**src/rtl/mem_request_arbiter.sv**
```systemverilog
// rtl/mem_request_arbiter.sv - round-robin arbiter sharing one memory port among NUM_CH requestors
module mem_request_arbiter #(
   parameter int NUM_CH = 2,
   parameter int ADDR_W = 32
) (
   input  logic                     clk_i,
   input  logic                     rst_n_i,
   input  logic [NUM_CH-1:0]        select_i,
   input  logic [NUM_CH*ADDR_W-1:0] addr_i,
   input  logic                     inval_i,
   output logic [NUM_CH-1:0]        busy_o,
   output logic [NUM_CH-1:0]        permit_o,
   output logic [NUM_CH-1:0]        done_o,
   output logic                     mem_req_o,
   output logic [ADDR_W-1:0]        mem_addr_o,
   input  logic                     mem_resp_i
);

   localparam int IDX_W = (NUM_CH > 1) ? $clog2(NUM_CH) : 1;

   typedef enum logic {IDLE = 1'b0, BUSY = 1'b1} state_e;

   state_e            state_q;
   logic [IDX_W-1:0]  owner_q;
   logic [IDX_W-1:0]  rr_ptr_q;
   logic [IDX_W-1:0]  rr_ptr_d;
   logic [ADDR_W-1:0] mem_addr_q;
   logic [NUM_CH-1:0] permit_q;
   logic [NUM_CH-1:0] last_valid_q;
   logic [ADDR_W-1:0] last_addr_q [NUM_CH];

   logic [NUM_CH-1:0] hit;
   logic [NUM_CH-1:0] owned;
   logic [NUM_CH-1:0] pending;
   logic [NUM_CH-1:0] done;
   logic              grant_vld;
   logic [IDX_W-1:0]  grant_idx;
   logic [ADDR_W-1:0] grant_addr;

   // Per-channel classification: already satisfied, in flight, or needing a new transaction
   always_comb begin
      hit     = '0;
      owned   = '0;
      pending = '0;
      done    = '0;
      for (int c = 0; c < NUM_CH; c++) begin
         hit[c]     = last_valid_q[c] && (addr_i[c*ADDR_W +: ADDR_W] == last_addr_q[c]);
         owned[c]   = (state_q == BUSY) && (owner_q == IDX_W'(c));
         pending[c] = select_i[c] & ~hit[c] & ~owned[c];
         done[c]    = mem_resp_i & owned[c];
      end
   end

   // Round-robin search: first pending channel at or above rr_ptr, wrapping around
   always_comb begin
      grant_vld  = 1'b0;
      grant_idx  = '0;
      grant_addr = '0;
      for (int i = 0; i < NUM_CH; i++) begin
         if (!grant_vld && pending[(int'(rr_ptr_q) + i) % NUM_CH]) begin
            grant_vld  = 1'b1;
            grant_idx  = IDX_W'((int'(rr_ptr_q) + i) % NUM_CH);
            grant_addr = addr_i[((int'(rr_ptr_q) + i) % NUM_CH)*ADDR_W +: ADDR_W];
         end
      end
      rr_ptr_d = (grant_idx == IDX_W'(NUM_CH - 1)) ? '0 : grant_idx + IDX_W'(1);
   end

   // Transaction FSM: grant in IDLE, hold owner/address through BUSY until mem_resp
   always_ff @(posedge clk_i or negedge rst_n_i) begin
      if (!rst_n_i) begin
         state_q    <= IDLE;
         owner_q    <= '0;
         rr_ptr_q   <= '0;
         mem_addr_q <= '0;
         permit_q   <= '0;
      end else begin
         permit_q <= '0;
         case (state_q)
            IDLE: begin
               if (grant_vld) begin
                  state_q    <= BUSY;
                  owner_q    <= grant_idx;
                  mem_addr_q <= grant_addr;
                  rr_ptr_q   <= rr_ptr_d;
                  permit_q   <= NUM_CH'(1) << grant_idx;
               end
            end
            BUSY: begin
               if (mem_resp_i) state_q <= IDLE;
            end
            default: state_q <= IDLE;
         endcase
      end
   end

   // Completed-address records; invalidation overrides a same-cycle completion
   always_ff @(posedge clk_i or negedge rst_n_i) begin
      if (!rst_n_i) begin
         last_valid_q <= '0;
         for (int c = 0; c < NUM_CH; c++) last_addr_q[c] <= '0;
      end else begin
         for (int c = 0; c < NUM_CH; c++) begin
            if (done[c]) last_addr_q[c] <= mem_addr_q;
            if (inval_i)      last_valid_q[c] <= 1'b0;
            else if (done[c]) last_valid_q[c] <= 1'b1;
         end
      end
   end

   assign mem_req_o  = (state_q == BUSY);
   assign mem_addr_o = mem_addr_q;
   assign permit_o   = permit_q;
   assign done_o     = done;
   assign busy_o     = select_i & ~hit & ~done;

endmodule

```
**config.mk**
```make
export PLATFORM = sky130hd
export DESIGN_NAME = mem_request_arbiter
export DESIGN_NICKNAME = d
export VERILOG_FILES = /design/src/rtl/mem_request_arbiter.sv
export SDC_FILE = /design/constraint.sdc
export NUM_CORES = 1
export LEC_CHECK = 0
export ABC_AREA = 1
export CORE_MARGIN = 2
export CORE_UTILIZATION = 32
export DETAILED_ROUTE_END_ITERATION = 16
export GPL_TIMING_DRIVEN = 0
export PLACE_DENSITY = 0.58
export RECOVER_POWER = 25
export SLEW_MARGIN = 20
export SYNTH_ARGS = -nofsm -noshare
export SYNTH_HDL_FRONTEND = slang
export SYNTH_SLANG_ARGS = --single-unit
```
**constraint.sdc**
```tcl
create_clock -name clk_i -period 2.6 [get_ports clk_i]
set_input_delay 0.52 -clock clk_i [delete_from_list [all_inputs] [get_ports clk_i]]
set_output_delay 0.52 -clock clk_i [all_outputs]
set_load 0.1 [all_outputs]
```
Word level (Yosys, flattened, before mapping)

Index checks and enable logic that the tools add are counted.

Logic and storage cells: 65
Register bits: 103

Add/subtract/negate cells: 2
Shift-type cells: 3
Equal/unequal tests: 2
Bitwise gates (word level): 17
Muxes and demuxes: 21
Reduce and logical (&&, ||, !) cells: 9
Magnitude comparators: 2

Operators by type and width:

| kind                                               | count |
|---|---|
| variable part select 64 x 7 -> 32 bit              | 2 |
| == test 32 bit                                     | 2 |
| 2-to-1 mux 32 bit                                  | 2 |
| 2-to-1 mux 1 bit                                   | 16 |
| bitwise AND 1 bit                                  | 6 |
| NOT 1 bit                                          | 6 |
| logical AND 1 bit                                  | 5 |
| bitwise AND 2 bit                                  | 2 |
| 2-to-1 mux 2 bit                                   | 2 |
| NOT 2 bit                                          | 2 |
| nonzero test 2 bit                                 | 2 |
| < comparator 2 x 3 -> 1 bit, second input constant | 1 |
| adder 1 bit, second input constant                 | 2 |
| < comparator 1 x 2 -> 1 bit, second input constant | 1 |
| one-hot mux 1 bit (2 select lines)                 | 1 |
| AND reduction 2 bit                                | 1 |
| << shifter 1 x 1 -> 2 bit, first input constant    | 1 |
| bitwise AND 1 bit, first input constant            | 1 |
| zero test 1 bit                                    | 1 |

Logic depth before layout (Yosys ltp)

Gate-level depths: netlist of the first run.

Depth after elaboration: 14
Mapped depth: 18

Worst setup path before layout of the first run

Ideal clock, no wire load.

Kind: register -> output
From: register state_q (netlist: mem_req_o)
To: output busy_o[0]
Data arrival time: 3.543 ns
Stages on the path, launching flop included: 8
Required time: 2.080 ns
Path slack: -1.463 ns
Path through: dfrtp_1 -> inv_1 -> nor2_1 -> inv_1 -> nor2_1 -> clkbuf_1 -> clkbuf_1 -> nor2_1

Word-level cells in the longest chain between the ends: 4

Ends and longest elaborated chain:

| element                | RTL line | text |
|---|---|---|
| from (decl)            | 23       | `state_e state_q;` |
| from (signal assigned) | 72       | `state_q <= IDLE;` |
| from (signal assigned) | 82       | `state_q <= BUSY;` |
| from (signal assigned) | 90       | `if (mem_resp_i) state_q <= IDLE;` |
| logical AND 1 bit      | 48       | `owned[c] = (state_q == BUSY) && (owner_q == IDX_W'(c));` |
| bitwise AND 1 bit      | 50       | `done[c] = mem_resp_i & owned[c];` |
| named net done_o[0]    | 13       | `output logic [NUM_CH-1:0] done_o,` |
| NOT 2 bit              | 115      | `assign busy_o = select_i & ~hit & ~done;` |
| bitwise AND 2 bit      | 115      |  |
| to (decl)              | 11       | `output logic [NUM_CH-1:0] busy_o,` |

The timed path passes the listed nets, and every way through them passes these cells.

Worst setup path after layout of the first run

From: input mem_resp_i
To: output done_o[0]

Word-level cells in the longest chain between the ends: 1

Ends and longest elaborated chain:

| element           | RTL line | text |
|---|---|---|
| from (decl)       | 16       | `input logic mem_resp_i` |
| bitwise AND 1 bit | 50       |  |
| to (decl)         | 13       |  |

Every way passes these cells.

==> results of run 1 <==
## final timing paths
path | from | to | slack (ns) | cells past startpoint
worst max-delay path | mem_resp_i | done_o[0] | 0.05 | 6
worst min-delay path | rst_n_i | last_addr_q[16] | 0.45 | 1
worst max register to register | rr_ptr_q | mem_addr_o[14] | 0.36 | 8
worst min register to register | last_addr_q[11] | last_addr_q[11] | 0.49 | 2
max in group asynchronous | rst_n_i | mem_req_o | 0.54 | 2
min in group clk_i | last_addr_q[11] | last_addr_q[11] | 0.49 | 2
## stage by stage
| stage | util | setup WS (ns) |
|---|---|---|
| after floorplan | - | 0.05740 |
| after global placement | 0.4062 | -3.651 |
| after detailed placement | 0.4078 | -1.290 |
| after CTS | 0.4273 | 0.0002658 |
| after global routing | 0.4328 | -0.01657 |
| final | 0.4328 | 0.05331 |
## registers in the layout, summed over array words and instances, names as in the netlist
signal	cells
last_valid_q	2
permit_o	2
mem_addr_o	32
mem_req_o	1
owner_q	1
last_addr_q	64
rr_ptr_q	1
## timing repair
action,4_1_cts,5_1_grt
buffers inserted,0,2
gates resized for setup,47,45
pin swaps,3,13
endpoints found under the setup margin,4,33
hold buffers,0,0
## routing by layer
layer	vias up	global-route usage	part of all wire
met4	0	0.04053	0.0083
met3	11	0.04042	0.050
met1	2782	0.2903	0.48
li1	3009	-	-
met5	-	0	0
met2	177	0.3281	0.46
## layout make-up
type	instances	area (µm²)
buffer	40	195.2
clock buffer	14	284.0
clock inverter	2	60.06
fill	1927	10290
inverter	104	390.4
multi-input combinational	660	2888
sequential	103	2579
tap	229	286.5
timing repair buffer	111	1171
## cells by family after synthesis
logic type | after synthesis | synth area share
flip-flops | 103 | 0.4310
AO/OA/AOI/OAI | 128 | 0.1073
buffers and inverters | 145 | 0.09602
AND/OR/NAND/NOR | 508 | 0.3305
XOR/XNOR | 24 | 0.03515
## layout by cell type, fill, tap and decap left out, types with 5 or more instances in the layout
| cell | instances |
|---|---|
| dfrtp_1 | 102 |
| clkbuf_8 | 5 |
| dlygate4sd2_1 | 10 |
| dlymetal6s2s_1 | 25 |
| nand2_1 | 308 |
| buf_2 | 13 |
| nor2_2 | 9 |
| nand2_2 | 5 |
| xnor2_1 | 20 |
| clkdlybuf4s50_1 | 68 |
| inv_1 | 95 |
| clkbuf_1 | 23 |
| nor2_1 | 156 |
| nand4_1 | 11 |
| inv_2 | 9 |
| o21ai_0 | 123 |
| clkbuf_16 | 9 |
| nand3_1 | 7 |
## power by group through the flow
stage / registers [µW] / logic, µW / clock network, µW
floorplan: 4890 / 2790 / 0
global placement: 3030 / 6470 / 0
detailed placement: 3040 / 6540 / 0
CTS: 3020 / 6580 / 1610
global route: 3140 / 7200 / 1670
finish: 3030 / 6600 / 1570
==> qor.txt, run 1 <==
Core Region = 18150 µm²
layout cells sized above 1 = 0.06867
Initial Util = 0.3296
Setup violations, final = 0
DR iter-0 viols = 477
static leakage = 0.003970 µW
Crit path required time = 2.08 ns
PnR Total Power = 11200 µW
min Tclk post-route = 2.547 ns
Remaining DRCs = 0
Worst-Margin Slew = 1.339 ns
Worst Setup Start Kind = input pin
Peak VDD IR = 0.8545 mV
Root Buffer = clkbuf_16
post-synth design cell area = 5981 µm²
clock network fraction of design power = 0.140
initial antenna violation count = 0
Remaining Overflow, GRT = 0
WL per Instance = 15.61 µm
switching fraction of total power = 0.5376
CTS sink count = 103
slowest stage delay, CP = 0.52 ns
Finished Layout Cells = 1263
n_diodes = 0
crit path buf inv count = 5
Worst-path clk slew = 0.07 ns
Rows = 49
first-pass GRT wire length = 31240 µm
CP endpoint kind = output pin
Max-cap violations = 0
Comb power frac = 0.589
RSZ-0062 raised after global routing = yes
Netlist cell types = 23
EDFF count, synth = 0
Die H = 140.7 µm
clk_lat worst skew = 0.36 ns
Ys Warns = 0
cells after synthesis = 908
htree depth = 3
post-synthesis area per instance = 6.587 µm²
FMAX = 392.7 MHz
CP Class = in2out
number of vias per cell = 4.734
Nets = 1099
hold slack = 0.4490 ns
register area share after synthesis = 0.4310
async set or reset register ratio after synthesis = 1.000
worst hold-check path type = in2async
number of buffers created by CTS = 9
most common library cells after synthesis = nand2_1, nor2_1, o21ai_0
I/O Pins = 109
Most used DFF post-synth = dfrtp_1
DP Wirelength = 14140 µm
largest net degree at the start of global routing = 55
setup tns final = 0 ns
RePlAce Congestion = 0.8917
Slew HR = 0.1076
DP Cell Count = 1246
placed cell areas = 7401 µm²
top cell type's share of synthesized area = 0.4310
port buffer count = 108
fin. max-slew vios = 0
Max Root-Sink Buffers = 2
final period utilization = 0.9795
iteration count of the initial detailed-routing pass = 7
Clock Skew = 0.009558 ns
slowest stage cell, crit path = clkdlybuf4s50_1
post-route ant nets = 0
most frequent cell after synthesis = nand2_1
crit-path cells = clkdlybuf4s50_1 -> inv_1 -> nor2_1 -> buf_2 -> clkbuf_8 -> buf_6
GR Util All Layers = 0.2048
Post-Route WL = 19720 µm
fin area = 7854 µm²
Hold Violations, Final = 0
Vias = 5979
Net Switching = 6019 µW
Chip Width = 140.7 µm
Sequential Power Share = 0.271
outcome = complete, no violations
top cells by area, synth = dfrtp_1, nand2_1, nor2_1, o21ai_0, inv_1
P_int = 5178 µW
Arr. time, crit path = 2.03 ns
vias in the first global route = 5742
Power Density = 1426 nW/µm²
Die Area = 19800 µm²
CP Max Fanout = 10
CTS tree = done
post-synthesis register bit count = 103
delay-heaviest family, CP = buffers and inverters
synthesized net count = 978
cell taking the most area after synthesis = dfrtp_1
Area Growth Syn to Fin = 31.32%
(Power assumes the default switching activity.)
==> run 2: changes to the inputs <==
--- a/config.mk
+++ b/config.mk
@@ -9,7 +9,6 @@
 export CORE_MARGIN = 2
 export CORE_UTILIZATION = 32
 export DETAILED_ROUTE_END_ITERATION = 16
-export GPL_TIMING_DRIVEN = 0
 export PLACE_DENSITY = 0.58
 export RECOVER_POWER = 25
 export SLEW_MARGIN = 20
==> run 2 against run 1 <==
Against the previous run: non-clock buffer count is the same; clock power decreased by 18%; setup slack gained 0.043 ns; count of clock-buffer cells in the layout fell by 2; register-to-register slack better by 0.28 ns; first-iteration DRC count is 33% lower; cell count unchanged.
==> qor.txt, run 2 (synthesized netlist as in run 1, its figures left out) <==
static leakage = 0.004120 µW
Util after Layout = 0.4361
Setup violations, final = 0
CP Class = in2out
layout cells sized above 1 = 0.1257
n_diodes = 0
Setup Buffers After CTS = 0
Area Growth Syn to Fin = 32.32%
Vias = 5726
largest net degree at the start of global routing = 61
most common cell after layout, fill and taps aside = nand2_1
Crit Reg-Reg Startpoint = last_addr_q[53]
Hold Violations, Final = 0
Worst Setup Start Kind = input pin
Remaining DRCs = 0
vias in the first global route = 5555
number of vias per cell = 4.534
fin area = 7914 µm²
RePlAce Congestion = 0.7906
worst setup path start = addr_i[46]
WL per Instance = 13.47 µm
Chip Width = 140.7 µm
GR Util All Layers = 0.1807
clk_lat worst skew = 0.35 ns
htree depth = 3
Post-Route WL = 17010 µm
Max Root-Sink Buffers = 2
fin. max-slew vios = 0
CTS tree = done
Nets = 1099
CTS sink count = 103
outcome = complete, no violations
Worst Reg2Reg Path Length in Cells = 16
FMAX = 399.4 MHz
iteration count of the initial detailed-routing pass = 5
Slew HR = 0.2496
DR iter-0 viols = 321
final period utilization = 0.9631
CP endpoint kind = output pin
number of buffers created by CTS = 9
first-pass GRT wire length = 28360 µm
min Tclk post-route = 2.504 ns
Worst-Margin Slew = 1.126 ns
RR Endpoint = mem_addr_o[18]
post-route ant nets = 0
initial antenna violation count = 0
setup tns final = 0 ns
RSZ-0062 raised after global routing = no
Core Region = 18150 µm²
Worst-path clk slew = 0.07 ns
Root Buffer = clkbuf_16
PnR Total Power = 10700 µW
Remaining Overflow, GRT = 0
Peak VDD IR = 0.8027 mV
port buffer count = 108
Arr. time, crit path = 1.98 ns
I/O Pins = 109
Clock Skew = 0.007903 ns
Rows = 49
CP Max Fanout = 4
Power Density = 1352 nW/µm²
Die H = 140.7 µm
R2R Setup Slk = 0.64 ns
most frequent cells in the layout = nand2_1, nor2_1, o21ai_0
hold slack = 0.3603 ns
Crit path required time = 2.08 ns
CTS Hold Bufs = 0
Die Area = 19800 µm²
Max-cap violations = 0
Largest register FFs = 64
Biggest register = last_addr_q
DP Wirelength = 12400 µm
worst hold-check path type = in2async
placed cell areas = 7537 µm²
Initial Util = 0.3296
## run 2: per-layer routing
metal / share of wire / GRT usage / up-vias
li1: - / - / 3002
met1: 0.49 / 0.2462 / 2606
met2: 0.46 / 0.2996 / 107
met3: 0.041 / 0.03770 / 11
met4: 0.0099 / 0.03579 / 0
met5: 0 / 0 / -
## run 2: stage by stage
stage,worst slack (ns),instances
global placement,-0.09081,1247
finish,0.09602,1263
detailed placement,-0.09303,1247
CTS,0.005543,1263
global route,0.004720,1263
floorplan,0.05740,908
## run 2: report_power, final
group	switching (µW)	leakage [µW]	total (µW)	internal, µW
logic	4500	0.00275	6350	1850
clock network	613	0.000132	1290	673
registers	652	0.00124	3070	2420
total	5760	0.00412	10700	4940
## run 2: critical path, cell delays in order
cell	delay (ns)
clkdlybuf4s50_1	0.51
xnor2_1	0.14
nand2_1	0.09
nor2_1	0.13
nand2_1	0.08
nor2_2	0.11
nand2_2	0.09
nand2_2	0.10
nor2_4	0.06
buf_12	0.16
## run 2: worst max path at each step
stage / end / slack, ns
floorplan: busy_o[0] / 0.06
global placement: busy_o[1] / -0.09
detailed placement: busy_o[1] / -0.09
CTS: busy_o[0] / 0.006
global route: busy_o[1] / 0.005
finish: busy_o[1] / 0.1
## run 2: layout make-up
cell class	instances	area (µm²)
clock buffers	12	246.5
inverters	104	390.4
well taps	229	286.5
fillers	1899	10230
multi-input cells	660	2902
clock inverters	4	22.52
flip-flops and latches	103	2582
repair buffers	151	1484
## run 2: what timing repair did
item / in CTS / in global routing
setup endpoints to repair: 1 / 2
gates cloned: 0 / 0
pin swaps: 1 / 16
gates resized for setup: 6 / 47
